===== src/rtl/hz_pkg.sv =====
// Shared encodings for the hazard controller: forwarding selects, result kinds
// and the in-flight write record.
package hz_pkg;

   localparam logic [2:0] FS_PC8_E = 3'b000;
   localparam logic [2:0] FS_PC8_M = 3'b001;
   localparam logic [2:0] FS_ALU_M = 3'b010;
   localparam logic [2:0] FS_RES_W = 3'b011;
   localparam logic [2:0] FS_RF    = 3'b100;

   localparam logic [1:0] SRC_LINK = 2'b00;
   localparam logic [1:0] SRC_ALU  = 2'b01;
   localparam logic [1:0] SRC_MEM  = 2'b10;

   localparam logic [1:0] TUSE_NONE = 2'd3;

   localparam int REG_W  = 5;
   localparam int SRC_W  = 2;
   localparam int TNEW_W = 2;
   localparam int REC_W  = REG_W + SRC_W + TNEW_W;

   typedef struct packed {
      logic [REG_W-1:0]  dst;
      logic [SRC_W-1:0]  src;
      logic [TNEW_W-1:0] tnew;
   } rec_t;

   localparam rec_t REC_BUBBLE = '{dst: '0, src: SRC_LINK, tnew: '0};

   // Cycles a producer still needs once it sits in E.
   function automatic logic [TNEW_W-1:0] tnew_of(input logic [SRC_W-1:0] src);
      case (src)
         SRC_ALU: tnew_of = 2'd1;
         SRC_MEM: tnew_of = 2'd2;
         default: tnew_of = 2'd0;
      endcase
   endfunction

   function automatic logic [TNEW_W-1:0] tnew_dec(input logic [TNEW_W-1:0] t);
      tnew_dec = (t == '0) ? '0 : t - 2'd1;
   endfunction

endpackage


===== src/rtl/hz_fwd_pick.sv =====
// Per-operand forwarding/stall decision: nearest matching stage (E, M, W) wins.
module hz_fwd_pick
   import hz_pkg::*;
(
   input  logic [REG_W-1:0]  reg_i,
   input  logic [1:0]        tuse_i,
   input  logic [REG_W-1:0]  e_dst_i,
   input  logic [TNEW_W-1:0] e_tnew_i,
   input  logic [REG_W-1:0]  m_dst_i,
   input  logic [SRC_W-1:0]  m_src_i,
   input  logic [TNEW_W-1:0] m_tnew_i,
   input  logic [REG_W-1:0]  w_dst_i,
   output logic [2:0]        fsel_o,
   output logic              stall_o
);

   logic rd_live;
   logic hit_e, hit_m, hit_w;

   assign rd_live = (reg_i != '0) && (tuse_i != TUSE_NONE);
   assign hit_e   = (e_dst_i == reg_i);
   assign hit_m   = (m_dst_i == reg_i);
   assign hit_w   = (w_dst_i == reg_i);

   always_comb begin
      fsel_o  = FS_RF;
      stall_o = 1'b0;
      if (rd_live) begin
         // A pending E producer shadows older stages even when it is not ready.
         if (hit_e) begin
            if (e_tnew_i == '0)         fsel_o  = FS_PC8_E;
            else if (tuse_i < e_tnew_i) stall_o = 1'b1;
         end else if (hit_m) begin
            if (m_tnew_i == '0)         fsel_o  = (m_src_i == SRC_LINK) ? FS_PC8_M : FS_ALU_M;
            else if (tuse_i < m_tnew_i) stall_o = 1'b1;
         end else if (hit_w) begin
            fsel_o = FS_RES_W;
         end
      end
   end

endmodule


===== src/rtl/hazard_ctrl.sv =====
// Hazard controller: shadow records of E/M/W register writes, D-stage
// forwarding selects and load-use stall.
module hazard_ctrl
   import hz_pkg::*;
(
   input  logic       clk,
   input  logic       reset,
   input  logic [4:0] rs_D,
   input  logic [4:0] rt_D,
   input  logic [1:0] Tuse_rs_D,
   input  logic [1:0] Tuse_rt_D,
   input  logic [4:0] dst_D,
   input  logic [1:0] src_D,
   output logic       stall,
   output logic [2:0] FSel1_D,
   output logic [2:0] FSel2_D
);

   rec_t             rec_e_q, rec_m_q;
   rec_t             rec_e_d, rec_m_d;
   logic [REG_W-1:0] rec_w_dst_q;
   logic             stall_rs, stall_rt;

   hz_fwd_pick u_pick_rs (
      .reg_i    (rs_D),
      .tuse_i   (Tuse_rs_D),
      .e_dst_i  (rec_e_q.dst),
      .e_tnew_i (rec_e_q.tnew),
      .m_dst_i  (rec_m_q.dst),
      .m_src_i  (rec_m_q.src),
      .m_tnew_i (rec_m_q.tnew),
      .w_dst_i  (rec_w_dst_q),
      .fsel_o   (FSel1_D),
      .stall_o  (stall_rs)
   );

   hz_fwd_pick u_pick_rt (
      .reg_i    (rt_D),
      .tuse_i   (Tuse_rt_D),
      .e_dst_i  (rec_e_q.dst),
      .e_tnew_i (rec_e_q.tnew),
      .m_dst_i  (rec_m_q.dst),
      .m_src_i  (rec_m_q.src),
      .m_tnew_i (rec_m_q.tnew),
      .w_dst_i  (rec_w_dst_q),
      .fsel_o   (FSel2_D),
      .stall_o  (stall_rt)
   );

   assign stall = stall_rs | stall_rt;

   // Tnew held in E is the producer's remaining latency counted from E.
   always_comb begin
      rec_e_d = stall ? REC_BUBBLE : rec_t'{dst: dst_D, src: src_D, tnew: tnew_of(src_D)};
      rec_m_d = rec_e_q;
      rec_m_d.tnew = tnew_dec(rec_e_q.tnew);
   end

   // The W stage only ever forwards Result_W, so only its dst is kept.
   always_ff @(posedge clk) begin
      if (reset) begin
         rec_e_q     <= REC_BUBBLE;
         rec_m_q     <= REC_BUBBLE;
         rec_w_dst_q <= '0;
      end else begin
         rec_e_q     <= rec_e_d;
         rec_m_q     <= rec_m_d;
         rec_w_dst_q <= rec_m_q.dst;
      end
   end

endmodule


===== config.mk =====
export PLATFORM = sky130hd
export DESIGN_NAME = hazard_ctrl
export DESIGN_NICKNAME = d
export VERILOG_FILES = /design/src/rtl/hz_pkg.sv /design/src/rtl/hz_fwd_pick.sv /design/src/rtl/hazard_ctrl.sv
export SDC_FILE = /design/constraint.sdc
export NUM_CORES = 1
export LEC_CHECK = 0
export CAP_MARGIN = 10
export CELL_PAD_IN_SITES_DETAIL_PLACEMENT = 0
export CELL_PAD_IN_SITES_GLOBAL_PLACEMENT = 2
export CORE_MARGIN = 4
export CORE_UTILIZATION = 31
export CTS_BUF_LIST = sky130_fd_sc_hd__clkbuf_4 sky130_fd_sc_hd__clkbuf_8
export DETAILED_ROUTE_END_ITERATION = 6
export GPL_TIMING_DRIVEN = 0
export HOLD_SLACK_MARGIN = 0.12
export PLACE_DENSITY_LB_ADDON = 0.1
export SLEW_MARGIN = 10
export SYNTH_ARGS = -nofsm -noshare
export SYNTH_HDL_FRONTEND = slang
export SYNTH_SLANG_ARGS = --single-unit

===== constraint.sdc =====
create_clock -name clk -period 3.29 [get_ports clk]
set_clock_uncertainty 0.05 [all_clocks]
set_input_delay 0.987 -clock clk [delete_from_list [all_inputs] [get_ports clk]]
set_output_delay 0.987 -clock clk [all_outputs]
set_load 0.02 [all_outputs]

-- Yosys cells after proc, flatten, opt, wreduce, memory -nomap -nowiden
Index checks and enable logic that the tools add are counted.
- reductions and logical operators: 9
- equality and inequality tests: 10
- $lt $le $gt $ge: 4
- bitwise gates (word level): 1
- add/sub/neg operators: 1
- multiplexer cells: 26
- operators by type and width (kind ; count):
    $eq A5 B5 Y1 ; 6
    $mux W3 ; 10
    $mux W1 ; 14
    $reduce_bool A5 Y1 ; 2
    $lt A2 B2 Y1 ; 4
    $logic_not A2 Y1 ; 3
    $ne A2 B2 Y1 const B ; 2
    $pmux W2 S2 ; 1
    $reduce_or A2 Y1 ; 2
    $eq A2 B1 Y1 const B ; 1
    $eq A2 B2 Y1 const B ; 1
    $logic_and A1 B1 Y1 ; 2
    $mux W2 ; 1
    $sub A2 B1 Y2 const B ; 1
    $or A1 B1 Y1 ; 1
- word-level logic and storage cells: 58
- flip-flop bits (word level): 23
- output and inout port bits: 7

-- Longest topological paths before layout
Gate-level depths: netlist of run 1.
- depth after elaboration: 8
- depth in mapped cells: 8
- mapped depth without buffers: 7

-- Hierarchy
Synthesis of run 1 repeated with hierarchy kept, for this count alone.
- cell total of the unflattened synthesis: 146
- area, all modules: 1331.3 um^2
- modules (own cells, without submodules) (module ; times used ; cells an instance ; area an instance (um^2)):
    hazard_ctrl ; 1 ; 52 ; 673.1
    hz_fwd_pick ; 2 ; 47 ; 329.1

-- Least setup slack after synthesis of run 1
OpenSTA, ideal clock, no wires.
- path kind: input-to-output
- start: input Tuse_rt_D[1]
- end: output stall
- stages: 7
- required time: 2.253 ns
- path slack: 0.026 ns
- data arrival time: 2.227 ns
- cells stage by stage: ha_1 > nand2_1 > a2bb2oi_1 > nor2_1 > and4_4 > buf_6 > or3_1
- cells in the longest elaborated chain, start to end: 7
- ends and longest elaborated chain (item ; RTL line ; source):
    start, declared ; hazard_ctrl.sv:11 ; input logic [1:0] Tuse_rt_D,
    $lt A2 B2 Y1 ; hz_fwd_pick.sv:35 ; else if (tuse_i < m_tnew_i) stall_o = 1'b1;
    $mux W1 ; hz_fwd_pick.sv:35 ;
    $mux W1 ; hz_fwd_pick.sv:34 ; if (m_tnew_i == '0) fsel_o = (m_src_i == SRC_LINK) ? FS_PC8_M : FS_ALU_M;
    $mux W1 ; hz_fwd_pick.sv:33 ; end else if (hit_m) begin
    $mux W1 ; hz_fwd_pick.sv:30 ; if (hit_e) begin
    $mux W1 (*) ; hz_fwd_pick.sv:28 ; if (rd_live) begin
    $or A1 B1 Y1 (*) ; hazard_ctrl.sv:50 ; assign stall = stall_rs | stall_rt;
    end, declared ; hazard_ctrl.sv:14 ; output logic stall,
Mark *: on every way between the ends. The rest lies on a longest branch, timed or not.

-- Worst setup path in the final report of run 1
Ends and elaborated chain as after synthesis.

==> out/results.ini, run 1 <==
[setup_path]
crit_family=simple AND/OR/NAND/NOR gates
path_buf_inv=2
cp_cell_sequence=buf_8, ha_4, nand2_2, a2bb2oi_2, nor2_1, and4_4, or3_4, buf_6
path_max_fanout=4
crit_path_top_delay_cell=or3_4
endpoint_kind=output port
arrival_ns=2.31
cp_data_required_time_ns=2.25
path_class=primary input to output port
max_stage_delay_ns=0.36
start_kind=primary input

[timing]
worst_slew_pin_slew_ns=0.581
setup_viol=1
fin_crit_sh_pct=102
slew_viol_final=0
fmax_ghz=0.299
hold_viol=0
fin_ws_ns=-0.0531
fin_crit_ns=3.34
slew_headroom_pct=61.3
setup-tns-final_ns=-0.0531
rsz0062_at_grt=yes

[synth]
synth_common_cells=dfxtp_1, xnor2_1, nor2b_1, xor2_1, nor4_1
synth_area_leader_cell=dfxtp_1
synth-seq-cells=23
syn-instance-count=149
synth_top_flop_cell=dfxtp_1
syn-cell-area_um2=1360
yosysSeqAreaShare_pct=33.9
syn-num-nets=177
async_flop_share_pct=0
ys_types=32
yosysTopAreaCellShare_pct=33.9
yosysMostFrequentCell=dfxtp_1
synth_edf_count=0
synth.area.top_cells=dfxtp_1, xnor2_1, xor2_1
syn_area_per_cell_um2=9.13
yosysWarningCount=0

[die]
num_rows=23
core_area_um2=4120
dieWidth_um=74.2
dieArea_um2=5510
start_util_pct=33.0
ioPinCount=30
die_y_um=74.2

[clocking]
clk_latency_ns=0.27
clk_pin_slew_worst_paths_ns=0.08
root_buffer=clkbuf_8
cts_tree=yes
cts_max_level=1
clock-sinks=23
cts_max_path_buffers=2
cts_hold_buf=0
numCtsBuffers=3

[placement]
place_congestion=0.783
io_buffers=29
hpwl_mm=2.75
post_dp_cell_area_um2=1710

[drt]
vias_per_cell=4.88
remaining_drc_errors=0
route.vias.total=1186
drtAntennaViolNets=0
firstDrtPassIters=4
post_drt_wl_per_cell_um=15.0
routed_wl_mm=3.66
drt_iter0_drc=38

[run_status]
violations=setup timing
status=finished, violations left

[grt]
antenna_found_initial=0
grt.overflow.total=0
grt_pass1_vias=1253
grtUsageTotal_pct=14.6
grt_max_degree=14
grt_pass1_wl_mm=6.12

[layout]
stdcell_area_um2=2060
finalNetCount=222
syn_to_final_growth_pct=51.2
drive_above_1_share_pct=38.3
fillers=378
num_antenna_cells=0

[job]
max_cap_viol_count=0

[power_and_ir_drop]
pwr_density_cell_nw_per_um2=320
p_leak_uw=0.000799
ir_worst_vdd_mv=0.127

[worst_hold_path]
hp-class=flip-flop to flip-flop

## worst register-to-register path, cell delays in order (launching register included)
cell	delay (ns)
dfxtp_1	0.33
inv_1	0.13
ha_4	0.31
nand2_2	0.06
a2bb2oi_2	0.13
nor2_1	0.05
and4_4	0.20
buf_4	0.16
nor4_1	0.26
## layout by cell type (no fill, tap or decap), drive strengths merged, types with 2 or more instances in the layout
cell type / Yosys / routed
xor2: 13 / 13
clkbuf: 2 / 9
o21ai: 4 / 4
ha: 5 / 5
a21o: 2 / 2
nor2b: 13 / 13
clkdlybuf4s50: 0 / 8
xnor2: 17 / 17
a2bb2oi: 2 / 2
a22oi: 2 / 2
o22ai: 2 / 2
nand3: 8 / 8
nor2: 8 / 8
a21oi: 4 / 4
nand2b: 7 / 7
nor3: 9 / 9
buf: 1 / 27
dfxtp: 23 / 23
nand2: 5 / 5
mux2i: 2 / 2
inv: 3 / 3
nor4: 9 / 9
or3: 2 / 2
## cell families after synthesis
logic type | synth area share, %
AOI/OAI and AO/OA | 9.48
DFF | 33.9
buffers and inverters | 2.21
adders and majority gates | 4.60
and+or+nand+nor | 29.1
xor gates and xnor gates | 19.3
muxes | 1.47
## per-stage QoR
| step | hold slack, ns | power, uW | utilization [%] | worst slack [ns] | cells |
|---|---|---|---|---|---|
| 6_report | 0.403 | 657 | 50.0 | -0.0531 | 243 |
| 3_3_place_gp | 0.370 | 444 | 41.6 | -1.35 | 228 |
| 5_1_grt | 0.412 | 692 | 50.0 | -0.112 | 243 |
| 2_1_floorplan | 0.364 | 385 | - | 0.0258 | 149 |
| 4_1_cts | 0.405 | 639 | 46.3 | -0.0861 | 240 |
| 3_5_place_dp | 0.387 | 447 | 41.6 | -1.33 | 228 |
## timing repair
| action | in CTS | in global routing |
|---|---|---|
| buffers inserted | 9 | 3 |
| gates resized for setup | 98 | 40 |
| hold endpoints to repair | 0 | 0 |
| setup endpoints to repair | 7 | 7 |
| pin swaps | 23 | 27 |
## power by group
part	leakage (uW)	internal, uW	total [uW]	switching [uW]
Sequential	0.000189	290	304	13.1
Clock	0.0000255	84.6	178	93.2
Combinational	0.000584	91.3	176	84.9
## sequential cells by signal (all words and copies together), names as in the netlist
name         count
rec_w_dst_q      5
rec_e_q          9
rec_m_q          9
## area by class of cell
type | count | area, um^2 | area share [%]
multi-input cells | 120 | 1110 | 54.2
well taps | 50 | 62.6 | 3.04
flip-flops and latches | 23 | 460 | 22.4
clock buffers | 3 | 41.3 | 2.01
repair buffers | 41 | 354 | 17.2
clock inverters | 1 | 5.00 | 0.243
plain buffers | 2 | 7.51 | 0.365
inverters | 3 | 11.3 | 0.547
## metal layers
| layer | global-route usage, % | share of wire, % | up-vias |
|---|---|---|---|
| met1 | 20.4 | 48 | 545 |
| met5 | 0 | 0 | - |
| li1 | - | - | 612 |
| met2 | 22.7 | 47 | 24 |
| met3 | 3.11 | 4.2 | 5 |
| met4 | 4.35 | 1.0 | 0 |
## path summary, 6_finish.rpt
check	start	to	slack [ns]	cells after the start
max	Tuse_rt_D[1]	stall	-0.05	8
min reg2reg	rec_e_q[2]	rec_m_q[2]	0.40	1
max reg2reg	rec_m_q[1]	rec_e_q[0]	1.51	8
min	rec_e_q[2]	rec_m_q[2]	0.40	1
Note: power is estimated with default switching activity, not from simulation.
==> run 2: changes to the inputs <==
--- a/config.mk
+++ b/config.mk
@@ -15,7 +15,7 @@
 export GPL_TIMING_DRIVEN = 0
 export HOLD_SLACK_MARGIN = 0.12
 export PLACE_DENSITY_LB_ADDON = 0.1
-export SLEW_MARGIN = 10
+export SLEW_MARGIN = 15
 export SYNTH_ARGS = -nofsm -noshare
 export SYNTH_HDL_FRONTEND = slang
 export SYNTH_SLANG_ARGS = --single-unit
==> constraint.sdc (replaced) <==
create_clock -name clk -period 3.51 [get_ports clk]
set_clock_uncertainty 0.05 [all_clocks]
set_input_delay 1.053 -clock clk [delete_from_list [all_inputs] [get_ports clk]]
set_output_delay 1.053 -clock clk [all_outputs]
set_load 0.02 [all_outputs]
==> run 2 against run 1 <==
Compared with the run above:
- the flow now finishes without violations
- clock-buffer cell count unchanged
- non-clock buffer count grew 1
- sequential share of layout area fell by 0.22 points
- utilization rose by 0.49 points
- sequential power down 6%
==> out/results.ini, run 2 (same netlist as run 1, synthesis figures left out) <==
[setup_path]
path_max_fanout=4  ; unchanged
crit_path_top_delay_cell=nor3_4  ; was or3_4
cp_cell_sequence=buf_8, xnor2_4, nand3_2, nor3_4, buf_4, mux2i_1, a21o_1, buf_4  ; was buf_8, ha_4, nand2_2, a2bb2oi_2, nor2_1, and4_4, or3_4, buf_6
path_buf_inv=3  ; was 2
max_stage_delay_ns=0.28  ; was 0.36 ns
crit_family=buffers and inverters  ; was simple AND/OR/NAND/NOR gates
path_class=primary input to output port  ; unchanged
cp_data_required_time_ns=2.41  ; was 2.25 ns
cp_common_cell=buf_4
arrival_ns=2.37  ; was 2.31 ns
start_kind=primary input  ; unchanged
endpoint_kind=output port  ; unchanged

[layout]
final_cell_mix=dfxtp_1, buf_4, nor2b_1  ; was dfxtp_1, nor2b_1, buf_4
drive_above_1_share_pct=38.7  ; was 38.3%
stdcell_count=244  ; was 243
largestRegisters=rec_e_q: 9 flops, rec_m_q: 9 flops, rec_w_dst_q: 5 flops  ; unchanged
syn_to_final_growth_pct=52.7  ; was 51.2%
num_antenna_cells=0  ; unchanged
finalNetCount=223  ; was 222
final_common_cell=dfxtp_1  ; unchanged
fillers=378  ; unchanged

[placement]
io_buffers=29  ; unchanged
hpwl_mm=2.75  ; unchanged
dpl_worst_slack_ns=-1.24  ; was -1.33 ns
placedCellCount=228  ; unchanged
place_congestion=0.783  ; unchanged

[drt]
route.vias.total=1183  ; was 1186
drt_iter0_drc=33  ; was 38
post_drt_wl_per_cell_um=14.9  ; was 15.0 um
remaining_drc_errors=0  ; unchanged
firstDrtPassIters=4  ; unchanged
drtAntennaViolNets=0  ; unchanged
routed_wl_mm=3.65  ; was 3.66 mm
vias_per_cell=4.85  ; was 4.88

[timing]
fin_crit_sh_pct=99.0
fin_ws_ns=0.0347  ; was -0.0531 ns
hold_viol=0  ; unchanged
slew_headroom_pct=61.5  ; was 61.3%
fmax_ghz=0.288
setup_viol=0  ; was 1
fin_crit_ns=3.48
slew_viol_final=0  ; unchanged
rsz0062_at_grt=yes  ; unchanged
worst_slew_pin_slew_ns=0.578  ; was 0.581 ns
whs_ns=0.407  ; was 0.403 ns

[clocking]
clk_latency_ns=0.27  ; about the same
cts_tree=yes  ; unchanged
clock-sinks=23  ; unchanged
numCtsBuffers=3  ; unchanged
cts_max_level=1  ; unchanged
cts_max_path_buffers=2  ; unchanged
cts_hold_buf=0  ; unchanged
root_buffer=clkbuf_8  ; unchanged
clk_pin_slew_worst_paths_ns=0.08  ; about the same

[die]
num_rows=23  ; unchanged
die_y_um=74.2  ; unchanged
ioPinCount=30  ; unchanged
dieArea_um2=5510  ; unchanged
core_area_um2=4120  ; unchanged
dieWidth_um=74.2  ; unchanged
start_util_pct=33.0  ; unchanged

[job]
max_cap_viol_count=0  ; unchanged

[power_and_ir_drop]
p_leak_uw=0.000809  ; was 0.000799 uW
pwr_density_cell_nw_per_um2=296  ; was 320 nW/um^2
ir_worst_vdd_mv=0.122  ; was 0.127 mV

[grt]
grt_pass1_wl_mm=6.08  ; was 6.12 mm
antenna_found_initial=0  ; unchanged
grtUsageTotal_pct=14.5  ; was 14.6%
grt_max_degree=14  ; unchanged
grt.overflow.total=0  ; unchanged
grt_pass1_vias=1237  ; was 1253

[worst_hold_path]
hp-class=flip-flop to flip-flop  ; unchanged

[run_status]
status=finished clean  ; was finished, violations left

run 2: metrics by stage:
step	cell area, um^2	util, %	TNS [ns]	power [uW]
5_1_grt	2080	50.5	-0.0321	648
4_1_cts	1900	46.2	-0.0324	597
3_5_place_dp	1710	41.6	-6.26	419
3_3_place_gp	1710	41.6	-6.34	417
6_report	2080	50.5	0	615
2_1_floorplan	1360	-	0	360
run 2: power breakdown:
| part | switching, uW | internal [uW] | total, uW |
|---|---|---|---|
| sequential | 12.5 | 272 | 285 |
| combinational | 78.1 | 85.8 | 164 |
| clock | 87.3 | 79.2 | 167 |
| total | 178 | 437 | 615 |
run 2: routing by layer:
| metal | track usage, % | routed length (um) |
|---|---|---|
| met4 | 4.94 | 28 |
| met5 | 0 | 0 |
| met2 | 22.5 | 1730 |
| met1 | 20.3 | 1720 |
| met3 | 2.70 | 175 |
run 2: timing repair:
item                                    CTS  global route
endpoints found under the setup margin    7             7
gates resized for setup                  90            50
pin swaps                                21            25
cloned                                    0             0
setup buffers                             8             5
run 2: cell type report:
type                    count  area (um^2)  area share, %
flip-flops and latches     23          460           22.2
multi-input cells         120         1120           53.7
inverters                   3         11.3          0.542
repair buffers             42          373           18.0
clock buffers               3         41.3           1.99
plain buffers               2         7.51          0.361
well taps                  50         62.6           3.01
clock inverters             1         5.00          0.241
run 2: final timing paths:
| kind | startpoint | end | slack (ns) | cells past startpoint |
|---|---|---|---|---|
| worst min register to register | rec_e_q[2] | rec_m_q[2] | 0.41 | 1 |
| worst max-delay path | rs_D[4] | FSel1_D[2] | 0.03 | 8 |
| worst min-delay path | rec_e_q[2] | rec_m_q[2] | 0.41 | 1 |
| worst max register to register | rec_m_q[1] | rec_e_q[0] | 1.64 | 9 |
run 2: worst register-to-register path, delay by kind of cell, from the launching register on:
kind	cells	cell delay, ns
AO/OA/AOI/OAI	1	0.13
adder cells (fa/ha/maj)	1	0.31
buffers and inverters	3	0.39
flip-flops	1	0.33
AND/OR/NAND/NOR	4	0.56
==> edit, RTL diff (flow settings as in run 2) <==
Reset style: asynchronous (`reset`), changed in one clocked block.
--- a/src/rtl/hazard_ctrl.sv
+++ b/src/rtl/hazard_ctrl.sv
@@ -59,3 +59,3 @@
    // The W stage only ever forwards Result_W, so only its dst is kept.
-   always_ff @(posedge clk) begin
+   always_ff @(posedge clk or posedge reset) begin
       if (reset) begin
Check against the original RTL: differs if reset is asserted again (counterexample within 4 cycles, from zero or initial values and one cycle with reset high); with reset held inactive, the same outputs for 10 cycles.
==> edit against run 2 <==
  * The flow now finishes with violations (setup timing)
  * Synthesized area shrank 1.3%
  * Utilization shrank 3.8 points
  * Die area shrank 1.1%
  * Worst setup slack lost 0.30 ns
  * Routed wire length shrank 5.7%
  * Power grew 0.38%
  * Final area shrank 8.2%
  * First-iteration DRC count grew 73%
  * Sequential cell count is the same
==> edit: results <==
[status]
status = finished, violations left
violations = setup timing

[sta]
worst_pin_slew_ns = 0.862
finalCritPeriodShare_pct = 107
setup_viol = 1
fin_tns_setup_ns = -0.262
setup_ws_ns = -0.262
fin_hold_ws_ns = 0.304

[logic_synthesis]
async_reset_ff_share_pct = 100
post_synth_mux_area_share_pct = 1.49
synth_common_cells = 23 x dfrtp_1, 19 x xor2_1, 11 x nor2_1, 11 x xnor2_1, 9 x nor3_1
syn_nets = 158
synth_compound_area_share_pct = 10.9
synth_area_leaders = dfrtp_1 43%, xor2_1 12%, xnor2_1 7.2%
synth_xor_area_share_pct = 19.6
synth_seq_area_share_pct = 42.9
yosys.cell_count.top_type = dfrtp_1
synth-adder-area-share_pct = 3.73

[drt]
viasPerCell = 4.97
finalWirelength_um = 3440
first_iter_violations = 57

[global_routing]
grt_use_total_pct = 14.4
grt_pass1_wl_um = 5840
grt_pass1_vias = 1186

[placed_design]
dpl_cell_area_um2 = 1700
dp_slack_ns = -1.21

[worst_setup_path]
reg2reg_slack_ns = 1.52
arrival_ns = 2.67
crit_path_max_fanout = 6
critPathSlowestCell = or4_4

[power_and_ir_drop]
p_leak_nw = 0.796
ir_drop_mv = 0.173

[cells_and_area]
stdcell_count = 228
layout-drive-gt1-share_pct = 34.8
nets = 206
==> edit: final timing paths <==
path                                 start          to  depth (start not counted)
worst max-delay path               rs_D[3]       stall                          8
min in group asynchronous            reset  rec_e_q[4]                          2
max in group asynchronous            reset  rec_e_q[3]                          2
worst min-delay path            rec_e_q[2]  rec_m_q[2]                          0
worst max register to register  rec_e_q[1]  rec_e_q[5]                          8
worst min register to register  rec_e_q[2]  rec_m_q[2]                          0
==> edit: cell type report <==
type	count	area [um2]
multi-input cells	102	842
clock inverters	1	7.51
well taps	50	62.6
repair buffers	44	359
fillers	403	2180
clock buffers	3	41.3
inverters	5	18.8
flip-flops and latches	23	576
==> edit: routing by layer <==
layer	global-route usage, %	vias to the layer above	part of all wire (%)
li1	-	557	-
met1	20.0	540	45
met2	22.2	31	47
met3	2.33	5	6.3
met4	5.43	0	1.7
met5	0	-	0
==> edit: cell families (layout without fill, tap and decap cells) <==
group,after synthesis,count (layout)
xor gates and xnor gates,30,30
and+or+nand+nor,45,45
DFF,23,23
muxes,2,2
buffers and inverters,6,53
AOI/OAI and AO/OA,21,21
adders and majority gates,4,4
==> edit: where the power goes <==
group / internal [mW] / switching, mW / total, mW / leakage [nW]
combinational: 0.0738 / 0.0761 / 0.150 / 0.500
clock: 0.0805 / 0.0934 / 0.174 / 0.0217
sequential: 0.280 / 0.0135 / 0.294 / 0.275
total: 0.434 / 0.183 / 0.617 / 0.796
==> edit: timing repair <==
action	CTS	global route
endpoints found under the setup margin	7	5
hold endpoints to repair	0	0
hold buffers	0	0
setup buffers	8	7
pin swaps	15	9
resized for setup	90	18
